[src/rtl/mac_pkg.sv]
// Shared MAC package: default dimensions plus the controller and
// result-reader state types.
package mac_pkg;

    localparam int MAC_N     = 4;
    localparam int MAC_ACC_W = 20;

    typedef enum logic [1:0] {
        CTRL_IDLE,
        CTRL_LOAD,
        CTRL_RUN,
        CTRL_DONE
    } ctrl_state_t;

    typedef enum logic {
        RD_IDLE,
        RD_STREAM
    } rd_state_t;

endpackage

[src/rtl/mac_result_reader.sv]
// Result reader: snapshots the MAC accumulator array on a rising
// out_valid and streams it row-major over a valid/ready port.
module mac_result_reader
    import mac_pkg::*;
#(
    parameter int N     = MAC_N,
    parameter int ACC_W = MAC_ACC_W
) (
    input  logic                   clock,
    input  logic                   reset_n,
    input  logic                   out_valid,
    input  logic [N*N*ACC_W-1:0]   acc_flat,
    output logic                   res_valid,
    input  logic                   res_ready,
    output logic [ACC_W-1:0]       res_data,
    output logic [$clog2(N)-1:0]   res_row,
    output logic [$clog2(N)-1:0]   res_col,
    output logic                   res_last,
    output logic                   busy,
    output logic                   overrun,
    input  logic                   clr_err
);

    localparam int NE    = N * N;
    localparam int IDX_W = $clog2(NE);
    localparam int RC_W  = $clog2(N);

    localparam logic [IDX_W-1:0] LAST_IDX = IDX_W'(NE - 1);
    localparam logic [IDX_W-1:0] N_IDX    = IDX_W'(N);

    rd_state_t        state_q, state_d;
    logic [IDX_W-1:0] idx_q, idx_d;
    logic             ov_q;
    logic             armed_q;
    logic             ovr_d;
    logic             load;
    logic             capture;
    logic             hs;
    logic             final_hs;
    logic [ACC_W-1:0] snap [NE];

    // armed_q blocks a level that is already high at reset release
    // from looking like a rising edge.
    assign capture  = out_valid & ~ov_q & armed_q;
    assign hs       = res_valid & res_ready;
    assign final_hs = hs & res_last;

    // Edge detector for out_valid.
    always_ff @(posedge clock or negedge reset_n) begin
        if (!reset_n) begin
            ov_q    <= 1'b0;
            armed_q <= 1'b0;
        end else begin
            ov_q <= out_valid;
            if (!out_valid) begin
                armed_q <= 1'b1;
            end
        end
    end

    // State, index and sticky error registers.
    always_ff @(posedge clock or negedge reset_n) begin
        if (!reset_n) begin
            state_q <= RD_IDLE;
            idx_q   <= '0;
            overrun <= 1'b0;
        end else begin
            state_q <= state_d;
            idx_q   <= idx_d;
            overrun <= ovr_d;
        end
    end

    // Snapshot buffer; outputs are gated while idle so it needs no reset.
    always_ff @(posedge clock) begin
        if (load) begin
            for (int k = 0; k < NE; k++) begin
                snap[k] <= acc_flat[k*ACC_W +: ACC_W];
            end
        end
    end

    // Stream outputs decoded from state and index.
    always_comb begin
        busy      = (state_q == RD_STREAM);
        res_valid = busy;
        res_last  = busy && (idx_q == LAST_IDX);
        res_data  = busy ? snap[idx_q] : '0;
        res_row   = RC_W'(idx_q / N_IDX);
        res_col   = RC_W'(idx_q % N_IDX);
    end

    // Next-state, index advance, snapshot load and overrun logic.
    always_comb begin
        state_d = state_q;
        idx_d   = idx_q;
        load    = 1'b0;
        ovr_d   = overrun;
        if (clr_err) begin
            ovr_d = 1'b0;
        end
        unique case (state_q)
            RD_IDLE: begin
                if (capture) begin
                    state_d = RD_STREAM;
                    idx_d   = '0;
                    load    = 1'b1;
                end
            end
            RD_STREAM: begin
                if (final_hs) begin
                    idx_d = '0;
                    if (capture) begin
                        load = 1'b1;
                    end else begin
                        state_d = RD_IDLE;
                    end
                end else begin
                    if (hs) begin
                        idx_d = idx_q + 1'b1;
                    end
                    if (capture) begin
                        ovr_d = 1'b1;
                    end
                end
            end
            default: begin
                state_d = RD_IDLE;
                idx_d   = '0;
            end
        endcase
    end

endmodule

[config.mk]
export PLATFORM = sky130hd
export DESIGN_NAME = mac_result_reader
export DESIGN_NICKNAME = d
export VERILOG_FILES = /design/src/rtl/mac_pkg.sv /design/src/rtl/mac_result_reader.sv
export SDC_FILE = /design/constraint.sdc
export NUM_CORES = 1
export LEC_CHECK = 0
export BUFFER_PORTS_ARGS = -buffer_cell sky130_fd_sc_hd__clkbuf_2
export CORE_MARGIN = 2
export CORE_UTILIZATION = 52
export DETAILED_ROUTE_END_ITERATION = 12
export PLACE_DENSITY_LB_ADDON = 0.1
export SYNTH_ARGS = -nofsm -noshare
export SYNTH_HDL_FRONTEND = slang
export SYNTH_SLANG_ARGS = --single-unit
[constraint.sdc]
create_clock -name clock -period 23.2 [get_ports clock]
set_clock_uncertainty 0.2 [all_clocks]
set_input_delay 3.48 -clock clock [delete_from_list [all_inputs] [get_ports clock]]
set_output_delay 3.48 -clock clock [all_outputs]
set_load 0.05 [all_outputs]
# --- After elaboration in Yosys (flattened, before gate mapping) ---
# Memories as Yosys holds them, arrays and structs flattened.
# Index checks and enable logic that the tools add are counted.
classes:
  addsub: 1
  reduce_logical: 2
  mux: 16
  n_bitwise: 6
  eq_ne: 3
op_table:
  columns: ["operator", "count"]
  rows:
  - ["two-way mux 20 bit", 1]
  - ["two-way mux 4 bit", 3]
  - ["two-way mux 1 bit", 9]
  - ["one-hot mux 4 bit (2 select lines)", 1]
  - ["adder 4 x 1 -> 4 bit (second input constant)", 1]
  - ["AND 1 bit", 4]
  - ["== test 4 bit (second input constant)", 1]
  - ["one-hot mux 1 bit (2 select lines)", 2]
  - ["inequality test 3 x 1 -> 1 bit (second input constant)", 1]
  - ["inequality test 2 bit (second input constant)", 1]
  - ["inverter 1 bit", 2]
  - ["AND reduction 2 bit", 1]
  - ["logical AND 1 bit", 1]
totals:
  mem_count: 1
  reg_bits: 8
  out_inout_bits: 28
  mem_bits_rw: 320
  word_cells: 34
  in_bits: 325
memory_table:
  columns: ["name", "depth", "width", "rd", "rd_ports_with_merged_regs", "write_ports", "line", "text"]
  rows:
  - ["snap", 16, 20, 1, 0, 16, "mac_result_reader.sv:40", "logic [ACC_W-1:0] snap [NE];"]

# --- Depth between registers and ports, before layout ---
depth:
  ltp_word: 8
  ltp_mapped: 7
  depth_no_buf: 5

# --- Worst setup path before layout ---
# Ideal clock, no wire load.
synth_path:
  kind: "input-to-reg"
  from: "in out_valid"
  to: "mem snap[0][0] (netlist bit) (enable)"
  stages: 2
  t_required_ns: 21.893
  path_slack_ns: 2.843
  arrival_ns: 19.050
  path_buffers: 0
  setup_time_ns: 1.107
  cell_sequence: "nand3b_1 -> a21oi_1"
synth_rtl:
  columns: ["element", "line", "text"]
  rows:
  - ["start, declared", "mac_result_reader.sv:11", "input logic out_valid,"]
  - ["end, declared", "mac_result_reader.sv:40", null]

# --- Worst setup path in the final report ---
layout_path:
  from: "reg idx_q[0]"
  to: "out res_data[3]"
layout_via:
  elab_chain_len: 2
layout_lines:
  columns: ["element", "line", "text"]
  rows:
  - ["start, declared", "mac_result_reader.sv:32", "logic [IDX_W-1:0] idx_q, idx_d;"]
  - ["start signal, assigned", "mac_result_reader.sv:69", "idx_q <= idx_d;"]
  - ["memory read (16 x 20 bit)", null, null]
  - ["two-way mux 20 bit", "mac_result_reader.sv:88", "res_data = busy ? snap[idx_q] : '0;"]
  - ["end, declared", "mac_result_reader.sv:15", "output logic [ACC_W-1:0] res_data,"]
# No other way between the ends.

==> flow_metrics.py <==
metrics = {
    "setup_path": {
        "path_max_fanout": 63,
        "criticalPathCategory": "reg -> out",
        "worstPathArrival_ps": 3830,
        "start_kind": "flip-flop",
        "crit_required_ps": 19520,
        "endpoint_kind": "output port",
    },
    "synth": {
        "synth_nets": 1029,
        "syn_area_um2": 12900,
        "synth_top_area_share_pct": 74.7,
        "synth_area_leaders": "edfxtp_1 (75%), mux2i_1 (12%), a22oi_1 (4.4%)",
        "synth_ff_type": "edfxtp_1",
        "synth-edff-count": 320,
        "ys_ff_latch": 328,
        "netlist_instances": 703,
        "avgSynthCellArea_um2": 18.3,
        "post-synth-top-area-cell": "edfxtp_1",
        "yosysMostFrequentCell": "edfxtp_1",
        "synth_common_cells": "edfxtp_1 (320), mux2i_1 (158), a22oi_1 (76)",
        "synth_warnings": 0,
        "ys_seq_area_share_pct": 76.3,
        "async_flop_share_pct": 2.44,
        "ys_types": 33,
    },
    "cts": {
        "numCtsBuffers": 35,
        "cts.sinks": 328,
        "ctsHoldBuffers": 0,
        "clk_pin_slew_ps": 60,
        "cts_tree": "done",
        "cts_setup_buffers": 0,
        "ctsResizeCount": 0,
        "cts_root_buf": "clkbuf_16",
        "cts_max_level": 2,
        "clk_path_buf_depth": 3,
        "clk_latency_ps": 490,
    },
    "routing": {
        "drt-wirelength-per-cell_um": 22.2,
        "vias": 7571,
        "drtPass1Iterations": 5,
        "viasPerCell": 5.37,
        "antenna_left": 0,
        "first_iter_violations": 575,
        "drc_errors": 0,
        "routed_wl_um": 31300,
    },
    "global_route": {
        "gr-usage-all-layers_pct": 23.9,
        "grt_pass1_vias": 7599,
        "grt_max_degree": 211,
        "gr-total-overflow": 0,
        "antenna_found_initial": 6,
        "grt_pass1_wl_um": 45500,
    },
    "timing": {
        "tightestPinTransition_ps": 1210,
        "period_needed_ps": 7510,
        "relSlewSlack_pct": 19.6,
        "finalHoldViolCount": 0,
        "tns_ps": 0,
        "grt_setup_unrepaired": "no",
        "report.final.slew_viol_count": 0,
        "fmax_mhz": 133,
        "finalCritPeriodShare_pct": 32.4,
        "setup_viol": 0,
    },
    "cells_and_area": {
        "final.fill_count": 1811,
        "layout.nets": 1383,
        "instances_no_fill": 1411,
        "drive_above_1_share_pct": 38.3,
        "fin_util_pct": 65.1,
        "syn2layout_area_growth_pct": 23.1,
    },
    "status": {
        "status": "finished, final reports clean",
    },
    "pwr": {
        "vdd_drop_max_mv": 0.0824,
        "p_leak_nw": 6.27,
        "p_per_area_nw_per_um2": 120,
        "power_mw": 1.90,
    },
    "floorplan": {
        "die_area_um2": 26000,
        "core_um2": 24300,
        "start_util_pct": 52.9,
        "row_count": 57,
        "die_h_um": 161,
        "die_width_um": 161,
        "boundaryPins": 353,
    },
    "placement": {
        "dp_hpwl_um": 21500,
        "placedCellCount": 1344,
        "place.gp.congestion": 0.826,
        "port_buffers": 352,
    },
    "worst_hold_path": {
        "hp-class": "reg -> reg",
    },
    "run": {
        "cap_violations": 0,
    },
}
-- path summary, 6_finish.rpt --
kind | startpoint | end | slack (ps) | cells past startpoint
max in group asynchronous | reset_n | idx_q[0] | 19960 | 1
worst max-delay path | idx_q[0] | res_data[3] | 15690 | 6
worst min-delay path | armed_q | armed_q | 280 | 1
worst max register to register | idx_q[0] | snap[2][17] | 19100 | 5
min in group asynchronous | reset_n | idx_q[2] | 2630 | 1
worst min register to register | armed_q | armed_q | 280 | 1
-- critical path, stage by stage, from the launching register on --
cell      delay [ps]
dfrtp_4         1000
buf_4            960
mux2i_1          180
a22oi_1          320
nand2_1          190
o22ai_1          220
clkbuf_2         360
-- kinds of logic after synthesis --
| kind of cell | after synthesis | share of synthesized area, % |
|---|---|---|
| mux | 160 | 12.7 |
| compound gates | 108 | 6.02 |
| flops | 328 | 76.3 |
| fa+ha+maj | 1 | 0.0973 |
| xor+xnor | 1 | 0.0681 |
| simple gates | 60 | 2.04 |
| buf+inv | 45 | 2.81 |
-- cells in the final DEF, fill, tap and decap left out, types with 3 or more instances in the layout --
cell type	n
clkbuf_16	35
clkbuf_2	352
dfrtp_1	7
inv_1	3
clkbuf_1	8
clkinv_2	7
a22oi_1	76
diode_2	6
mux2i_1	158
clkinv_1	7
buf_4	6
a21oi_1	3
nand2_1	48
o22ai_1	21
edfxtp_1	320
-- area by class of cell --
cell class                      instances  area [um2]  share of cell area [%]
Timing Repair Buffer                  359        1830                    11.5
Clock buffer                           43         906                    5.72
Inverter                                3        11.3                  0.0711
Multi-Input combinational cell        330        2710                    17.1
Clock inverter                         18         138                   0.870
Tap cell                              324         405                    2.56
Sequential cell                       328        9810                    62.0
Antenna cell                            6        15.0                  0.0949
-- per-layer routing --
layer  vias up  routed length, um  GRT usage [%]
met5         -                  0              0
met3        64               2460           6.63
met1      3657              12700           31.4
met2       323              15000           38.5
met4         0               1110           9.13
li1       3527                  -              -
-- through the flow --
| stage | area, um2 | hold slack [ps] | worst slack (ps) |
|---|---|---|---|
| CTS | 15800 | 280 | 15650 |
| global route | 15800 | 311 | 15510 |
| detailed placement | 14800 | 261 | 16200 |
| finish | 15800 | 276 | 15690 |
| floorplan | 12900 | 235 | 2840 |
| global placement | 14800 | 252 | 16260 |
-- flip-flops by register name, indices dropped and copies added, names as in the netlist --
name	cells
idx_q	4
armed_q	1
overrun	1
ov_q	1
busy	1
snap	320
-- power breakdown --
| part | switching, mW | internal, mW |
|---|---|---|
| logic | 0.446 | 0.210 |
| registers | 0.0388 | 0.691 |
| clock network | 0.213 | 0.299 |
(Power assumes the default switching activity.)
